**src/rtl/ysyx_23060061_alu_pkg.sv**
```systemverilog
// Shared ALU op encodings and widths for the ALU arbiter and its response slots.
package ysyx_23060061_alu_pkg;
  localparam int ALU_OP_W = 4;

  localparam logic [ALU_OP_W-1:0] ALU_ADD    = 4'd0;
  localparam logic [ALU_OP_W-1:0] ALU_PASSB  = 4'd1;
  localparam logic [ALU_OP_W-1:0] ALU_ADDCLR = 4'd2;
  localparam logic [ALU_OP_W-1:0] ALU_SUB    = 4'd3;
  localparam logic [ALU_OP_W-1:0] ALU_SLTU   = 4'd4;
  localparam logic [ALU_OP_W-1:0] ALU_OP_MAX = 4'd4;

  function automatic logic op_illegal(input logic [ALU_OP_W-1:0] op,
                                      input logic [ALU_OP_W-1:0] op_max);
    return op > op_max;
  endfunction
endpackage

```
**src/rtl/ysyx_23060061_alu_rsp_slot.sv**
```systemverilog
// Single-entry response buffer: fill on grant, drain on ready, or both in one edge.
module ysyx_23060061_alu_rsp_slot #(
  parameter int WIDTH = 32
) (
  input  logic             clk,
  input  logic             rst,
  input  logic             i_fill,
  input  logic [WIDTH-1:0] i_data,
  input  logic             i_err,
  input  logic             i_ready,
  output logic             o_valid,
  output logic [WIDTH-1:0] o_data,
  output logic             o_err
);
  logic             r_valid;
  logic [WIDTH-1:0] r_data;
  logic             r_err;

  // A fill takes precedence over a drain, which gives drain+refill for free.
  always_ff @(posedge clk) begin
    if (rst) begin
      r_valid <= 1'b0;
      r_data  <= '0;
      r_err   <= 1'b0;
    end else if (i_fill) begin
      r_valid <= 1'b1;
      r_data  <= i_data;
      r_err   <= i_err;
    end else if (r_valid && i_ready) begin
      r_valid <= 1'b0;
    end
  end

  assign o_valid = r_valid;
  assign o_data  = r_data;
  assign o_err   = r_err;
endmodule

```
**src/rtl/ysyx_23060061_alu_arb.sv**
```systemverilog
// Round-robin arbiter sharing one external combinational ALU between two requesters.
// Optional performance counters are enabled by defining YSYX_23060061_ALU_ARB_PERF_EN.
module ysyx_23060061_alu_arb
  import ysyx_23060061_alu_pkg::*;
#(
  parameter int WIDTH  = 32,
  parameter int OP_MAX = 4
) (
  input  logic                clk,
  input  logic                rst,
  input  logic                req0_valid,
  output logic                req0_ready,
  input  logic [WIDTH-1:0]    req0_a,
  input  logic [WIDTH-1:0]    req0_b,
  input  logic [ALU_OP_W-1:0] req0_op,
  output logic                rsp0_valid,
  input  logic                rsp0_ready,
  output logic [WIDTH-1:0]    rsp0_data,
  output logic                rsp0_err,
  input  logic                req1_valid,
  output logic                req1_ready,
  input  logic [WIDTH-1:0]    req1_a,
  input  logic [WIDTH-1:0]    req1_b,
  input  logic [ALU_OP_W-1:0] req1_op,
  output logic                rsp1_valid,
  input  logic                rsp1_ready,
  output logic [WIDTH-1:0]    rsp1_data,
  output logic                rsp1_err,
`ifdef YSYX_23060061_ALU_ARB_PERF_EN
  output logic [31:0]         perf_grant0,
  output logic [31:0]         perf_grant1,
  output logic [31:0]         perf_conflict,
`endif
  output logic [WIDTH-1:0]    alu_a,
  output logic [WIDTH-1:0]    alu_b,
  output logic [ALU_OP_W-1:0] alu_op,
  input  logic [WIDTH-1:0]    alu_out
);
  localparam logic [ALU_OP_W-1:0] W_OP_MAX = OP_MAX[ALU_OP_W-1:0];

  logic [1:0]          w_req_valid, w_rsp_ready, w_rsp_valid, w_rsp_err;
  logic [1:0]          w_elig, w_grant, w_illegal;
  logic [WIDTH-1:0]    w_req_a [2];
  logic [WIDTH-1:0]    w_req_b [2];
  logic [ALU_OP_W-1:0] w_req_op [2];
  logic [WIDTH-1:0]    w_rsp_data [2];
  logic                r_ptr;

  assign w_req_valid = {req1_valid, req0_valid};
  assign w_rsp_ready = {rsp1_ready, rsp0_ready};
  assign w_req_a[0] = req0_a;  assign w_req_a[1] = req1_a;
  assign w_req_b[0] = req0_b;  assign w_req_b[1] = req1_b;
  assign w_req_op[0] = req0_op; assign w_req_op[1] = req1_op;

  genvar gi;
  generate
    for (gi = 0; gi < 2; gi++) begin : g_req
      assign w_elig[gi]    = w_req_valid[gi] && (!w_rsp_valid[gi] || w_rsp_ready[gi]);
      assign w_illegal[gi] = op_illegal(w_req_op[gi], W_OP_MAX);

      ysyx_23060061_alu_rsp_slot #(.WIDTH(WIDTH)) u_slot (
        .clk     (clk),
        .rst     (rst),
        .i_fill  (w_grant[gi]),
        .i_data  (w_illegal[gi] ? '0 : alu_out),
        .i_err   (w_illegal[gi]),
        .i_ready (w_rsp_ready[gi]),
        .o_valid (w_rsp_valid[gi]),
        .o_data  (w_rsp_data[gi]),
        .o_err   (w_rsp_err[gi])
      );
    end
  endgenerate

  // Nothing is accepted while reset is asserted, so a request in that cycle is dropped.
  assign w_grant[0] = !rst && w_elig[0] && (!w_elig[1] || !r_ptr);
  assign w_grant[1] = !rst && w_elig[1] && (!w_elig[0] ||  r_ptr);

  assign req0_ready = w_grant[0];
  assign req1_ready = w_grant[1];
  assign rsp0_valid = w_rsp_valid[0];
  assign rsp1_valid = w_rsp_valid[1];
  assign rsp0_data  = w_rsp_data[0];
  assign rsp1_data  = w_rsp_data[1];
  assign rsp0_err   = w_rsp_err[0];
  assign rsp1_err   = w_rsp_err[1];

  always_comb begin
    alu_a  = '0;
    alu_b  = '0;
    alu_op = ALU_ADD;
    if (w_grant[0]) begin
      alu_a  = w_req_a[0];
      alu_b  = w_req_b[0];
      alu_op = w_illegal[0] ? ALU_ADD : w_req_op[0];
    end else if (w_grant[1]) begin
      alu_a  = w_req_a[1];
      alu_b  = w_req_b[1];
      alu_op = w_illegal[1] ? ALU_ADD : w_req_op[1];
    end
  end

  always_ff @(posedge clk) begin
    if (rst)             r_ptr <= 1'b0;
    else if (w_grant[0]) r_ptr <= 1'b1;
    else if (w_grant[1]) r_ptr <= 1'b0;
  end

`ifdef YSYX_23060061_ALU_ARB_PERF_EN
  logic [31:0] r_grant0_cnt, r_grant1_cnt, r_conflict_cnt;

  always_ff @(posedge clk) begin
    if (rst) begin
      r_grant0_cnt   <= '0;
      r_grant1_cnt   <= '0;
      r_conflict_cnt <= '0;
    end else begin
      if (w_grant[0]) r_grant0_cnt   <= r_grant0_cnt + 32'd1;
      if (w_grant[1]) r_grant1_cnt   <= r_grant1_cnt + 32'd1;
      if (&w_elig)    r_conflict_cnt <= r_conflict_cnt + 32'd1;
    end
  end

  assign perf_grant0   = r_grant0_cnt;
  assign perf_grant1   = r_grant1_cnt;
  assign perf_conflict = r_conflict_cnt;
`endif
endmodule

```
**config.mk**
```make
export PLATFORM = sky130hd
export DESIGN_NAME = ysyx_23060061_alu_arb
export DESIGN_NICKNAME = d
export VERILOG_FILES = /design/src/rtl/ysyx_23060061_alu_pkg.sv /design/src/rtl/ysyx_23060061_alu_rsp_slot.sv /design/src/rtl/ysyx_23060061_alu_arb.sv
export SDC_FILE = /design/constraint.sdc
export NUM_CORES = 1
export LEC_CHECK = 0
export ABC_AREA = 1
export ABC_CLOCK_PERIOD_IN_PS = 1750
export CORE_MARGIN = 10
export CORE_UTILIZATION = 30
export DETAILED_ROUTE_END_ITERATION = 7
export PLACE_DENSITY = 0.78
export SLEW_MARGIN = 20
export SYNTH_ARGS = -nofsm -noshare
export SYNTH_HDL_FRONTEND = slang
export SYNTH_SLANG_ARGS = --single-unit
```
**constraint.sdc**
```tcl
create_clock -name clk -period 1.75 [get_ports clk]
set_input_delay 0.2625 -clock clk [delete_from_list [all_inputs] [get_ports clk]]
set_output_delay 0.2625 -clock clk [all_outputs]
set_load 0.01 [all_outputs]
```
Word-level counts from Yosys, hierarchy flattened. Index checks and enable logic that the tools add are counted.

Input port bits: 174. Bits in registers: 69. Output and inout bits: 138. Word-level logic and storage cells: 46.

$lt $le $gt $ge: 2. Reduce and logical (&&, ||, !) cells: 21. Multiplexer cells: 16.

Operators with widths (number): $mux 32 (6); $mux 4 (4); $gt 4x3->1 const B (2); $logic_and 1x1->1 (8); $logic_not 1->1 (6); $mux 1 (6); $reduce_bool 2->1 (3); $logic_or 1x1->1 (4).

Depth between registers and ports, before layout. Gate-level depths: netlist (run 1).

Word-level depth: 8. Depth in mapped cells: 10. Gate-level depth less buffers: 8.

By module. Synthesis (run 1) repeated with hierarchy kept, for this count alone.

Cells, all modules: 648. Area, all modules: 3787.4 um^2.

By module, submodules not included: ysyx_23060061_alu_rsp_slot (instances 2, cells each 147, area each 1181.1 um^2); ysyx_23060061_alu_arb (instances 1, cells each 354, area each 1425.1 um^2).

Worst setup path before layout (run 1). No wires, ideal clock.

Path type: register -> output. Start: register g_req[1].u_slot.r_valid. End: output alu_a[0]. Buffers on the path: 2. Slack: 291 ps. Arrival: 1197 ps. Cell stages (with the launch flop): 10. Path through: dfxtp_1 > nand2_2 > nand2_1 > nor2_2 > nand2_2 > inv_2 > buf_6 > buf_4 > nand2_1 > nand2_1.

Word-level cells in the longest chain between the ends: 7. Elaborated cells between the ends (all ways): 10.

RTL lines: start, declared (line ysyx_23060061_alu_rsp_slot.sv:15) `logic r_valid;`; start signal, assigned (line ysyx_23060061_alu_rsp_slot.sv:22) `r_valid <= 1'b0;`; start signal, assigned (line ysyx_23060061_alu_rsp_slot.sv:26) `r_valid <= 1'b1;`; start signal, assigned (line ysyx_23060061_alu_rsp_slot.sv:30) `r_valid <= 1'b0;`; $logic_not 1->1 (*) (line ysyx_23060061_alu_arb.sv:58) `assign w_elig[gi] = w_req_valid[gi] && (!w_rsp_valid[gi] || w_rsp_ready[gi]);`; $logic_or 1x1->1 (*) (line ysyx_23060061_alu_arb.sv:58); $logic_and 1x1->1 (*) (line ysyx_23060061_alu_arb.sv:58); $logic_and 1x1->1 or $logic_not 1->1 (tied branches) (line ysyx_23060061_alu_arb.sv:77, ysyx_23060061_alu_arb.sv:76); $logic_and 1x1->1 or $logic_or 1x1->1 (tied branches) (line ysyx_23060061_alu_arb.sv:77, ysyx_23060061_alu_arb.sv:76); $mux 32 or $logic_and 1x1->1 (tied branches) (line ysyx_23060061_alu_arb.sv:96, ysyx_23060061_alu_arb.sv:76); $mux 32 (*) (line ysyx_23060061_alu_arb.sv:92) `if (w_grant[0]) begin`; end, declared (line ysyx_23060061_alu_arb.sv:34) `output logic [WIDTH-1:0] alu_a,`.

Every way passes the cells marked *; elsewhere a longest branch is shown, timed or not.

Worst setup path after layout (run 1).
Start: register g_req[0].u_slot.r_valid. End: output alu_a[15].

Word-level cells in the longest chain between the ends: 8. Elaborated cells between the ends (all ways): 10.

RTL lines: start, declared (line ysyx_23060061_alu_rsp_slot.sv:15); start signal, assigned (line ysyx_23060061_alu_rsp_slot.sv:22); start signal, assigned (line ysyx_23060061_alu_rsp_slot.sv:26); start signal, assigned (line ysyx_23060061_alu_rsp_slot.sv:30); $logic_not 1->1 (*) (line ysyx_23060061_alu_arb.sv:58); $logic_or 1x1->1 (*) (line ysyx_23060061_alu_arb.sv:58); $logic_and 1x1->1 (*) (line ysyx_23060061_alu_arb.sv:58); $logic_not 1->1 (line ysyx_23060061_alu_arb.sv:77) `assign w_grant[1] = !rst && w_elig[1] && (!w_elig[0] || r_ptr);`; $logic_or 1x1->1 (line ysyx_23060061_alu_arb.sv:77); $logic_and 1x1->1 (line ysyx_23060061_alu_arb.sv:77); $mux 32 (line ysyx_23060061_alu_arb.sv:96) `end else if (w_grant[1]) begin`; $mux 32 (*) (line ysyx_23060061_alu_arb.sv:92).

Marked as above.

==> impl_metrics.py, run 1 <==
metrics = {
    "outcome": {
        "status": "finished, violations left",
        "violations": "setup timing",
    },
    "final_layout": {
        "multiInputGateArea_um2": 2376,
        "area_growth_pct": 141.5,
        "ff_latch_area_um2": 1384,
        "fin_nets": 1126,
        "drive_gt1_frac": 0.3285,
        "fillers": 802,
        "utilization": 0.7433,
    },
    "placement": {
        "pre_cts_ws_ns": -0.6938,
        "hpwl_um": 14950,
        "portBuffers": 310,
        "globalplace.congestion": 0.9373,
    },
    "yosys": {
        "ys_seq_area_frac": 0.3914,
        "ys_ff_latch": 69,
        "synthTopCellsByCount": "nand2_1 (334), dfxtp_1 (69), nand3_1 (57), nor2_1 (32), inv_1 (29)",
        "yosys.area.top_type_share": 0.3914,
        "synthFlopType": "dfxtp_1",
        "syn_area_um2": 3530,
        "ys_types": 21,
        "yosysMostFrequentCell": "nand2_1",
        "yosys.area.top_type": "dfxtp_1",
        "synth.net_count": 754,
        "syn_inst": 580,
        "async_reset_ff_frac": 0,
        "yosys_warnings": 0,
        "synth.avg_cell_area_um2": 6.086,
        "synth_edf_count": 0,
        "synthTopCellsByArea": "dfxtp_1 (39%), nand2_1 (36%), nand3_1 (8.1%)",
    },
    "sta": {
        "rsz0062_at_grt": "true",
        "finalSetupViolCount": 67,
        "max_freq_mhz": 498.2,
        "hold_violations": 0,
        "fin_hold_ws_ns": 0.3722,
        "worst_slack_ns": -0.2574,
        "post-route-min-period_ns": 2.007,
        "tns_ns": -9.681,
        "period_share": 1.147,
        "slew_viol_final": 0,
        "clock_skew_ns": 0.005203,
    },
    "worst_setup_path": {
        "slowest_stage": "dfxtp_2",
        "crit_type": "reg -> out",
        "cp_data_required_time_ns": 1.49,
        "max_stage_delay_ns": 0.33,
        "cp_cell_sequence": "nand2_4 > nand2_4 > nor2_4 > nand2_4 > inv_8 > buf_12 > buf_12 > buf_8 > nand2_4 > nand2_1 > buf_2",
        "start_kind": "register",
        "critPathMaxFanout": 6,
        "crit_top_cell": "nand2_4",
        "arrival_ns": 1.74,
        "worstSetupEndpointType": "primary output",
    },
    "floorplanning": {
        "die_h_um": 128.5,
        "coreArea_um2": 11470,
        "die_x_um": 128.5,
        "start_util": 0.3078,
        "io_pins": 312,
        "row_count": 39,
        "die_area_um2": 16500,
    },
    "grt": {
        "overflow": 0,
        "grt_pass1_wl_um": 28960,
        "antenna_found_initial": 9,
        "grt_max_degree": 35,
        "grtUsageTotal": 0.2252,
        "grt_util_met2": 0.3862,
        "top_usage_layer": "met2",
        "met3_usage": 0.08296,
        "grt_use_met1": 0.2264,
        "grt_pass1_vias": 5057,
    },
    "cts": {
        "path_clk_slew_ns": 0.05,
        "root_buffer": "clkbuf_16",
        "clock_latency_ns": 0.33,
        "htreeDepth": 3,
        "clk_path_buf_depth": 2,
        "clock_sinks": 69,
        "cts_tree": "yes",
        "cts_made_buffers": 9,
    },
    "run": {
        "cap_violations": 0,
    },
    "route": {
        "drt-initial-drc-count": 256,
        "wl_um": 22350,
        "viasPerCell": 4.805,
        "vias": 5329,
        "wire_per_inst_um": 20.15,
        "drc": 0,
        "ant_nets": 0,
        "first_pass_iters": 4,
    },
    "pwr": {
        "ir_worst_vdd_mv": 0.7030,
        "leakage_nw": 4.284,
        "p_per_area_nw_per_um2": 620.1,
    },
    "min_path": {
        "hp-class": "in -> reg",
    },
}
[cell usage in the layout (no fill, tap or decap), types with 2 or more instances in the layout]
master,instances
buf_2,20
dfxtp_2,2
buf_4,32
clkbuf_16,11
nor2_1,32
buf_16,4
inv_1,28
clkinv_2,2
diode_2,10
nand2_1,206
buf_12,13
o21ai_0,2
clkdlybuf4s50_1,236
buf_6,79
nand2_4,45
clkbuf_8,2
a21oi_1,5
nand3_4,2
dfxtp_1,67
dlygate4sd2_1,5
nor2_4,4
buf_8,4
nand2_2,88
nand3_1,56
nand4_1,3
[state kept, by name, summed over array words and instances, names as in the netlist]
name,count
g_req.u_slot.o_data,64
g_req.u_slot.o_valid,2
r_ptr,1
g_req.u_slot.o_err,2
[critical path, delay by kind of cell (launching register included)]
family | cells | cell delay (ns)
flip-flops | 1 | 0.33
buffers and inverters | 5 | 0.60
AND/OR/NAND/NOR | 6 | 0.48
[repair_timing]
action,CTS,global route
buffers inserted,32,14
gates resized for setup,393,183
gates cloned,11,2
endpoints found under the setup margin,69,69
hold buffers,0,0
pin swaps,21,57
[layout make-up]
cell class / count / share of cell area
timing repair buffer: 395 / 0.4830
multi-input combinational: 445 / 0.2788
sequential: 69 / 0.1624
clock buffer: 11 / 0.02965
tap: 143 / 0.02099
inverter: 31 / 0.01600
clock inverter: 4 / 0.005578
antenna: 10 / 0.002936
timing repair inverter: 1 / 0.0007340
[report_power, final]
| part | internal (mW) | leakage, nW | switching (mW) |
|---|---|---|---|
| Sequential | 1.64 | 0.562 | 0.0356 |
| Combinational | 1.01 | 3.57 | 0.772 |
| Clock | 1.17 | 0.147 | 0.657 |
| Total | 3.82 | 4.28 | 1.46 |
[layer usage]
metal | wire length (µm) | up-vias
met1 | 7850 | 2445
met4 | 1500 | 0
met3 | 1923 | 81
met5 | 0 | -
met2 | 11070 | 286
li1 | - | 2517
[through the flow]
stage / power [mW] / area [µm²] / std cells
final: 5.285 / 8523 / 1109
after global routing: 5.495 / 8521 / 1108
after CTS: 5.084 / 7829 / 1092
after detailed placement: 3.066 / 6935 / 1034
after global placement: 3.056 / 6935 / 1034
after floorplan: 2.148 / 3530 / 580
[cells by family (layout without fill, tap and decap cells)]
| family | count (synthesis) | in the layout | synth area share |
|---|---|---|---|
| and+or+nand+nor | 436 | 436 | 0.4998 |
| DFF | 69 | 69 | 0.3913 |
| buffers and inverters | 66 | 442 | 0.09571 |
| AOI/OAI and AO/OA | 8 | 8 | 0.01205 |
| other | 1 | 11 | 0.001062 |
[path summary, 6_finish.rpt]
check             cells past startpoint  slack (ns)                          to                       start
hold / removal                        4        0.37     g_req[0].u_slot.o_valid                  rsp0_ready
setup / recovery                     11       -0.26                   alu_a[15]     g_req[0].u_slot.o_valid
setup reg to reg                     11        0.11  g_req[1].u_slot.o_data[15]     g_req[1].u_slot.o_valid
hold reg to reg                       2        0.47  g_req[0].u_slot.o_data[20]  g_req[0].u_slot.o_data[20]
Power figures use the tool's default switching activity.
==> inputs of run 2 (changes only) <==
--- a/config.mk
+++ b/config.mk
@@ -6,7 +6,7 @@
 export NUM_CORES = 1
 export LEC_CHECK = 0
 export ABC_AREA = 1
-export ABC_CLOCK_PERIOD_IN_PS = 1750
+export ABC_CLOCK_PERIOD_IN_PS = 2000
 export CORE_MARGIN = 10
 export CORE_UTILIZATION = 30
 export DETAILED_ROUTE_END_ITERATION = 7
==> constraint.sdc (replaced) <==
create_clock -name clk -period 2 [get_ports clk]
set_input_delay 0.3 -clock clk [delete_from_list [all_inputs] [get_ports clk]]
set_output_delay 0.3 -clock clk [all_outputs]
set_load 0.01 [all_outputs]
==> run 2 against run 1 <==
The flow still finishes with violations (setup timing). Combinational power down 31%. Critical path depth up 1. Sequential power is 13% lower. Sequential share of layout area rose by 2.3 points. Count of clock-buffer cells in the layout rose by 1. Clock skew is 0.00067 ns lower.
==> impl_metrics.py, run 2 (synthesis results as in run 1) <==
metrics = {
    "worst_setup_path": {
        "crit_buf_inv": 7,
        "critPathMaxFanout": 8,
        "cp_cell_sequence": "nand2_2 > buf_6 > nand3_4 > nand2_4 > inv_8 > buf_12 > buf_8 > buf_8 > buf_6 > nand2_2 > nand2_2 > buf_6",
        "crit_type": "reg -> out",
        "arrival_ns": 1.73,
        "start_kind": "register",
        "cp_data_required_time_ns": 1.70,
        "worstSetupEndpointType": "primary output",
        "slowest_stage": "dfxtp_2",
        "crit_family": "buffers and inverters",
        "max_stage_delay_ns": 0.32,
    },
    "floorplanning": {
        "die_h_um": 128.5,
        "start_util": 0.3078,
        "die_area_um2": 16500,
        "coreArea_um2": 11470,
        "die_x_um": 128.5,
        "io_pins": 312,
        "row_count": 39,
    },
    "sta": {
        "max_freq_mhz": 492.1,
        "clock_skew_ns": 0.004528,
        "post-route-min-period_ns": 2.032,
        "tns_ns": -0.1218,
        "finalSetupViolCount": 7,
        "hold_violations": 0,
        "period_share": 1.016,
        "slew_viol_final": 0,
        "rsz0062_at_grt": "true",
        "worst_slack_ns": -0.03228,
    },
    "route": {
        "wl_um": 19130,
        "viasPerCell": 4.500,
        "ant_nets": 0,
        "drc": 0,
        "first_pass_iters": 4,
        "wire_per_inst_um": 17.77,
        "vias": 4846,
        "drt-initial-drc-count": 216,
    },
    "pwr": {
        "clkPwrFrac": 0.366,
        "ir_worst_vdd_mv": 0.5772,
        "pwr-share-comb": 0.289,
        "switching_share": 0.2630,
        "p_per_area_nw_per_um2": 572.8,
        "leakage_nw": 3.719,
        "seqPwrFrac": 0.345,
        "power_mw": 4.268,
        "p_int_mw": 3.145,
        "switchingPower_mw": 1.123,
    },
    "grt": {
        "grtUsageTotal": 0.2127,
        "grt_pass1_vias": 4734,
        "grt_pass1_wl_um": 27460,
        "antenna_found_initial": 2,
        "overflow": 0,
        "grt_max_degree": 45,
    },
    "cts": {
        "clk_path_buf_depth": 2,
        "clock_sinks": 69,
        "path_clk_slew_ns": 0.06,
        "root_buffer": "clkbuf_16",
        "clock_latency_ns": 0.33,
        "cts_made_buffers": 9,
        "htreeDepth": 3,
        "cts_tree": "yes",
        "cts-hold-fix-buffers": 0,
    },
    "placement": {
        "hpwl_um": 14960,
        "portBuffers": 310,
        "globalplace.congestion": 0.9393,
        "post_dp_cell_area_um2": 6888,
    },
    "outcome": {
        "violations": "setup timing",
        "status": "finished, violations left",
    },
    "run": {
        "cap_violations": 0,
    },
    "final_layout": {
        "final_common_cell": "nand2_1",
        "largest_register_ffs": 64,
        "final_cell_mix": "nand2_1 (316), clkdlybuf4s50_1 (236), dfxtp_1 (67)",
        "drive_gt1_frac": 0.1888,
        "fin_area_um2": 7451,
        "area_growth_pct": 111.1,
        "fin_nets": 1101,
    },
    "min_path": {
        "hp-class": "in -> reg",
    },
}
[run 2: worst paths after layout]
check	from	to	slack, ns	cells after the start
worst min register to register	g_req[0].u_slot.o_data[20]	g_req[0].u_slot.o_data[20]	0.46	2
worst min-delay path	rsp0_ready	g_req[0].u_slot.o_valid	0.41	4
worst max register to register	g_req[1].u_slot.o_valid	g_req[0].u_slot.o_data[3]	0.42	9
worst max-delay path	g_req[1].u_slot.o_valid	alu_b[18]	-0.03	12
[run 2: metrics by stage]
stage | setup slack, ns | cells | hold WS, ns | util
after global placement | -0.4875 | 1031 | 0.4565 | 0.6007
after global routing | -0.1213 | 1077 | 0.4532 | 0.6498
final | -0.03228 | 1077 | 0.4072 | 0.6498
after detailed placement | -0.4855 | 1031 | 0.4614 | 0.6007
after CTS | -0.07260 | 1071 | 0.4046 | 0.6474
after floorplan | 0.5032 | 580 | 0.4031 | -
[run 2: power groups by stage]
stage	combinational (mW)	clock, mW	sequential, mW
finish	1.23	1.56	1.47
global route	1.33	1.64	1.48
CTS	1.22	1.59	1.47
detailed placement	1.17	0	1.50
global placement	1.17	0	1.50
floorplan	0.354	0	1.53
[run 2: worst reg2reg max path, cell delays in order, from the launching register on]
cell and delay (ns):
dfxtp_2 0.32, nand2_2 0.07, buf_6 0.10, nand3_4 0.07
nand2_4 0.10, buf_4 0.38, nor2_4 0.10, buf_4 0.20
nand2_1 0.08, nand2_1 0.05
[run 2: routing by layer]
metal,share of wire,vias to the layer above,global-route usage
met5,0,-,0
met4,0.012,0,0.05166
met3,0.096,14,0.08789
met2,0.52,198,0.3865
met1,0.37,2181,0.2222
li1,-,2453,-
[run 2: final cells by class]
cell class | instances | area, µm²
Antenna cell | 2 | 5.005
Fill cell | 1014 | 4016
Timing Repair inverter | 1 | 7.507
Multi-Input combinational cell | 445 | 1883
Clock buffer | 12 | 246.5
Timing Repair Buffer | 370 | 3570
Tap cell | 143 | 178.9
Sequential cell | 69 | 1384
Inverter | 31 | 128.9
Clock inverter | 4 | 47.55
[run 2: timing repair]
action	in CTS	in global routing
resized for setup	297	40
endpoints found under the setup margin	69	64
pin swaps	9	11
cloned	6	2
buffers inserted	18	4
==> inputs of run 3 (changes only) <==
--- a/config.mk
+++ b/config.mk
@@ -10,7 +10,9 @@
 export CORE_MARGIN = 10
 export CORE_UTILIZATION = 30
 export DETAILED_ROUTE_END_ITERATION = 7
+export GPL_TIMING_DRIVEN = 0
 export PLACE_DENSITY = 0.78
+export RECOVER_POWER = 25
 export SLEW_MARGIN = 20
 export SYNTH_ARGS = -nofsm -noshare
 export SYNTH_HDL_FRONTEND = slang
==> run 3 against run 2 <==
The run now ends clean. Design area rose by 0.18%. Via count increased by 1.3%. Global-route usage is 1.0 points higher. Count of clock-buffer cells in the layout stayed put. Worst hold slack better by 0.023 ns. Wire length is 3.6% higher. Largest cell class unchanged.
==> impl_metrics.py, run 3 (synthesis results as in run 1) <==
metrics = {
    "outcome": {
        "status": "finished clean",
    },
    "final_layout": {
        "drive_gt1_frac": 0.1940,
        "fillers": 1014,
        "ff_latch_area_um2": 1384,
        "largest_register_ffs": 64,
        "area_growth_pct": 111.5,
        "multiInputGateArea_um2": 1948,
        "final_cell_mix": "nand2_1 (303), clkdlybuf4s50_1 (236), dfxtp_1 (67)",
        "finalNonFillerCells": 1079,
        "final_common_cell": "nand2_1",
        "fin_nets": 1102,
        "utilization": 0.6510,
    },
    "sta": {
        "slew-limit-headroom": 0.5869,
        "post-route-min-period_ns": 1.938,
        "period_share": 0.9691,
        "max_freq_mhz": 516.0,
        "worst_pin_slew_ns": 0.6197,
        "finalSetupViolCount": 0,
        "hold_violations": 0,
        "worst_slack_ns": 0.06184,
        "clock_skew_ns": 0.005737,
        "rsz0062_at_grt": "true",
        "slew_viol_final": 0,
    },
    "route": {
        "viasPerCell": 4.548,
        "first_pass_iters": 4,
        "wire_per_inst_um": 18.36,
        "wl_um": 19820,
        "vias": 4907,
        "ant_nets": 0,
        "drc": 0,
        "drt-initial-drc-count": 218,
    },
    "floorplanning": {
        "io_pins": 312,
        "start_util": 0.3078,
        "coreArea_um2": 11470,
        "die_h_um": 128.5,
        "row_count": 39,
        "die_x_um": 128.5,
        "die_area_um2": 16500,
    },
    "pwr": {
        "clkPwrFrac": 0.364,
        "switchingPower_mw": 1.145,
        "seqPwrFrac": 0.343,
        "switching_share": 0.2667,
        "pwr-share-comb": 0.293,
        "p_per_area_nw_per_um2": 575.2,
        "ir_worst_vdd_mv": 0.5987,
        "power_mw": 4.294,
        "leakage_nw": 3.732,
        "p_int_mw": 3.149,
    },
    "worst_setup_path": {
        "crit_start": "g_req[1].u_slot.o_valid",
        "crit_type": "reg -> out",
        "arrival_ns": 1.64,
        "reg2reg_to": "g_req[0].u_slot.o_data[10]",
        "r2r_slack_ns": 0.21,
        "cp_data_required_time_ns": 1.70,
        "worstSetupEndpointType": "primary output",
        "ff2ff_path_depth": 9,
        "critPathMaxFanout": 5,
        "timing.rr.start": "g_req[0].u_slot.o_valid",
        "start_kind": "register",
        "endpoint": "alu_b[4]",
    },
    "cts": {
        "htreeDepth": 3,
        "root_buffer": "clkbuf_16",
        "clk_path_buf_depth": 2,
        "cts_tree": "yes",
        "cts_made_buffers": 9,
        "path_clk_slew_ns": 0.06,
        "clock_latency_ns": 0.33,
        "clock_sinks": 69,
    },
    "placement": {
        "pre_cts_ws_ns": -0.7654,
        "portBuffers": 310,
        "place_inst": 1033,
        "globalplace.congestion": 0.9106,
        "hpwl_um": 15710,
    },
    "grt": {
        "antenna_found_initial": 3,
        "grt_max_degree": 12,
        "grt_pass1_wl_um": 28450,
        "grtUsageTotal": 0.2229,
        "overflow": 0,
        "grt_pass1_vias": 4858,
    },
    "min_path": {
        "worstHoldPathCells": 4,
        "hp-class": "in -> reg",
    },
    "run": {
        "cap_violations": 0,
    },
}
-- run 3: cell count changes in the layout (fill, tap and decap cells not counted), moves of 5 or more --
| cell | change |
|---|---|
| clkbuf_1 | +6 |
| buf_4 | -13 |
| buf_6 | +7 |
| buf_2 | +5 |
| clkdlybuf4s15_2 | -7 |
| nand2_1 | -13 |
| nand2_2 | +9 |
-- run 3: worst min path at each step --
stage                               start                    endpoint  slack [ns]
6_report                       rsp0_ready     g_req[0].u_slot.o_valid        0.43
5_1_grt                        rsp0_ready     g_req[0].u_slot.o_valid        0.48
4_1_cts                        rsp0_ready     g_req[0].u_slot.o_valid        0.43
3_5_place_dp    g_req[1].u_slot.o_data[8]   g_req[1].u_slot.o_data[8]        0.46
3_3_place_gp   g_req[0].u_slot.o_data[10]  g_req[0].u_slot.o_data[10]        0.46
2_1_floorplan                  alu_out[0]   g_req[0].u_slot.o_data[0]        0.40
-- run 3: power by group through the flow --
stage	Sequential, mW	Combinational, mW	Clock, mW
3_5_place_dp	1.50	1.16	0
3_3_place_gp	1.50	1.16	0
2_1_floorplan	1.53	0.354	0
5_1_grt	1.48	1.35	1.65
4_1_cts	1.47	1.27	1.60
6_report	1.47	1.26	1.56
-- run 3: metal layers --
layer | routed length [µm] | GRT usage | vias to the layer above
li1 | - | - | 2465
met1 | 6701 | 0.2099 | 2227
met2 | 10470 | 0.4101 | 195
met3 | 2246 | 0.1101 | 20
met4 | 397 | 0.07616 | 0
met5 | 0 | 0 | -
-- run 3: what timing repair did --
action                                  in CTS  in global routing
endpoints found under the setup margin      69                 63
pin swaps                                   19                  4
setup buffers                               15                  3
hold buffers                                 0                  0
cloned                                      12                  0
gates resized for setup                    369                 23
hold endpoints to repair                     0                  0
-- run 3: through the flow --
step,instance area [µm²],hold slack [ns],TNS [ns]
global route,7465,0.4777,-0.007487
detailed placement,6812,0.4603,-47.40
finish,7465,0.4302,0
CTS,7465,0.4250,-0.5722
floorplan,3530,0.4031,0
global placement,6812,0.4565,-46.21
-- run 3: worst max-delay path: stages (launching register included) --
cell and delay [ns]:
dfxtp_2 0.32, nand2_2 0.08, nand2_2 0.06, nor2_4 0.15, nand2_8 0.10, inv_8 0.08, buf_8 0.13, buf_6 0.13
nand2_2 0.05, nand2_2 0.08, buf_6 0.10
-- run 3: layout make-up --
cell class,instances,share of cell area
sequential,69,0.1854
clock inverter,4,0.006369
buffer,34,0.03738
antenna,3,0.001006
multi-input combinational,445,0.2610
timing repair buffer,338,0.4350
inverter,31,0.01693
tap,143,0.02397
clock buffer,12,0.03302
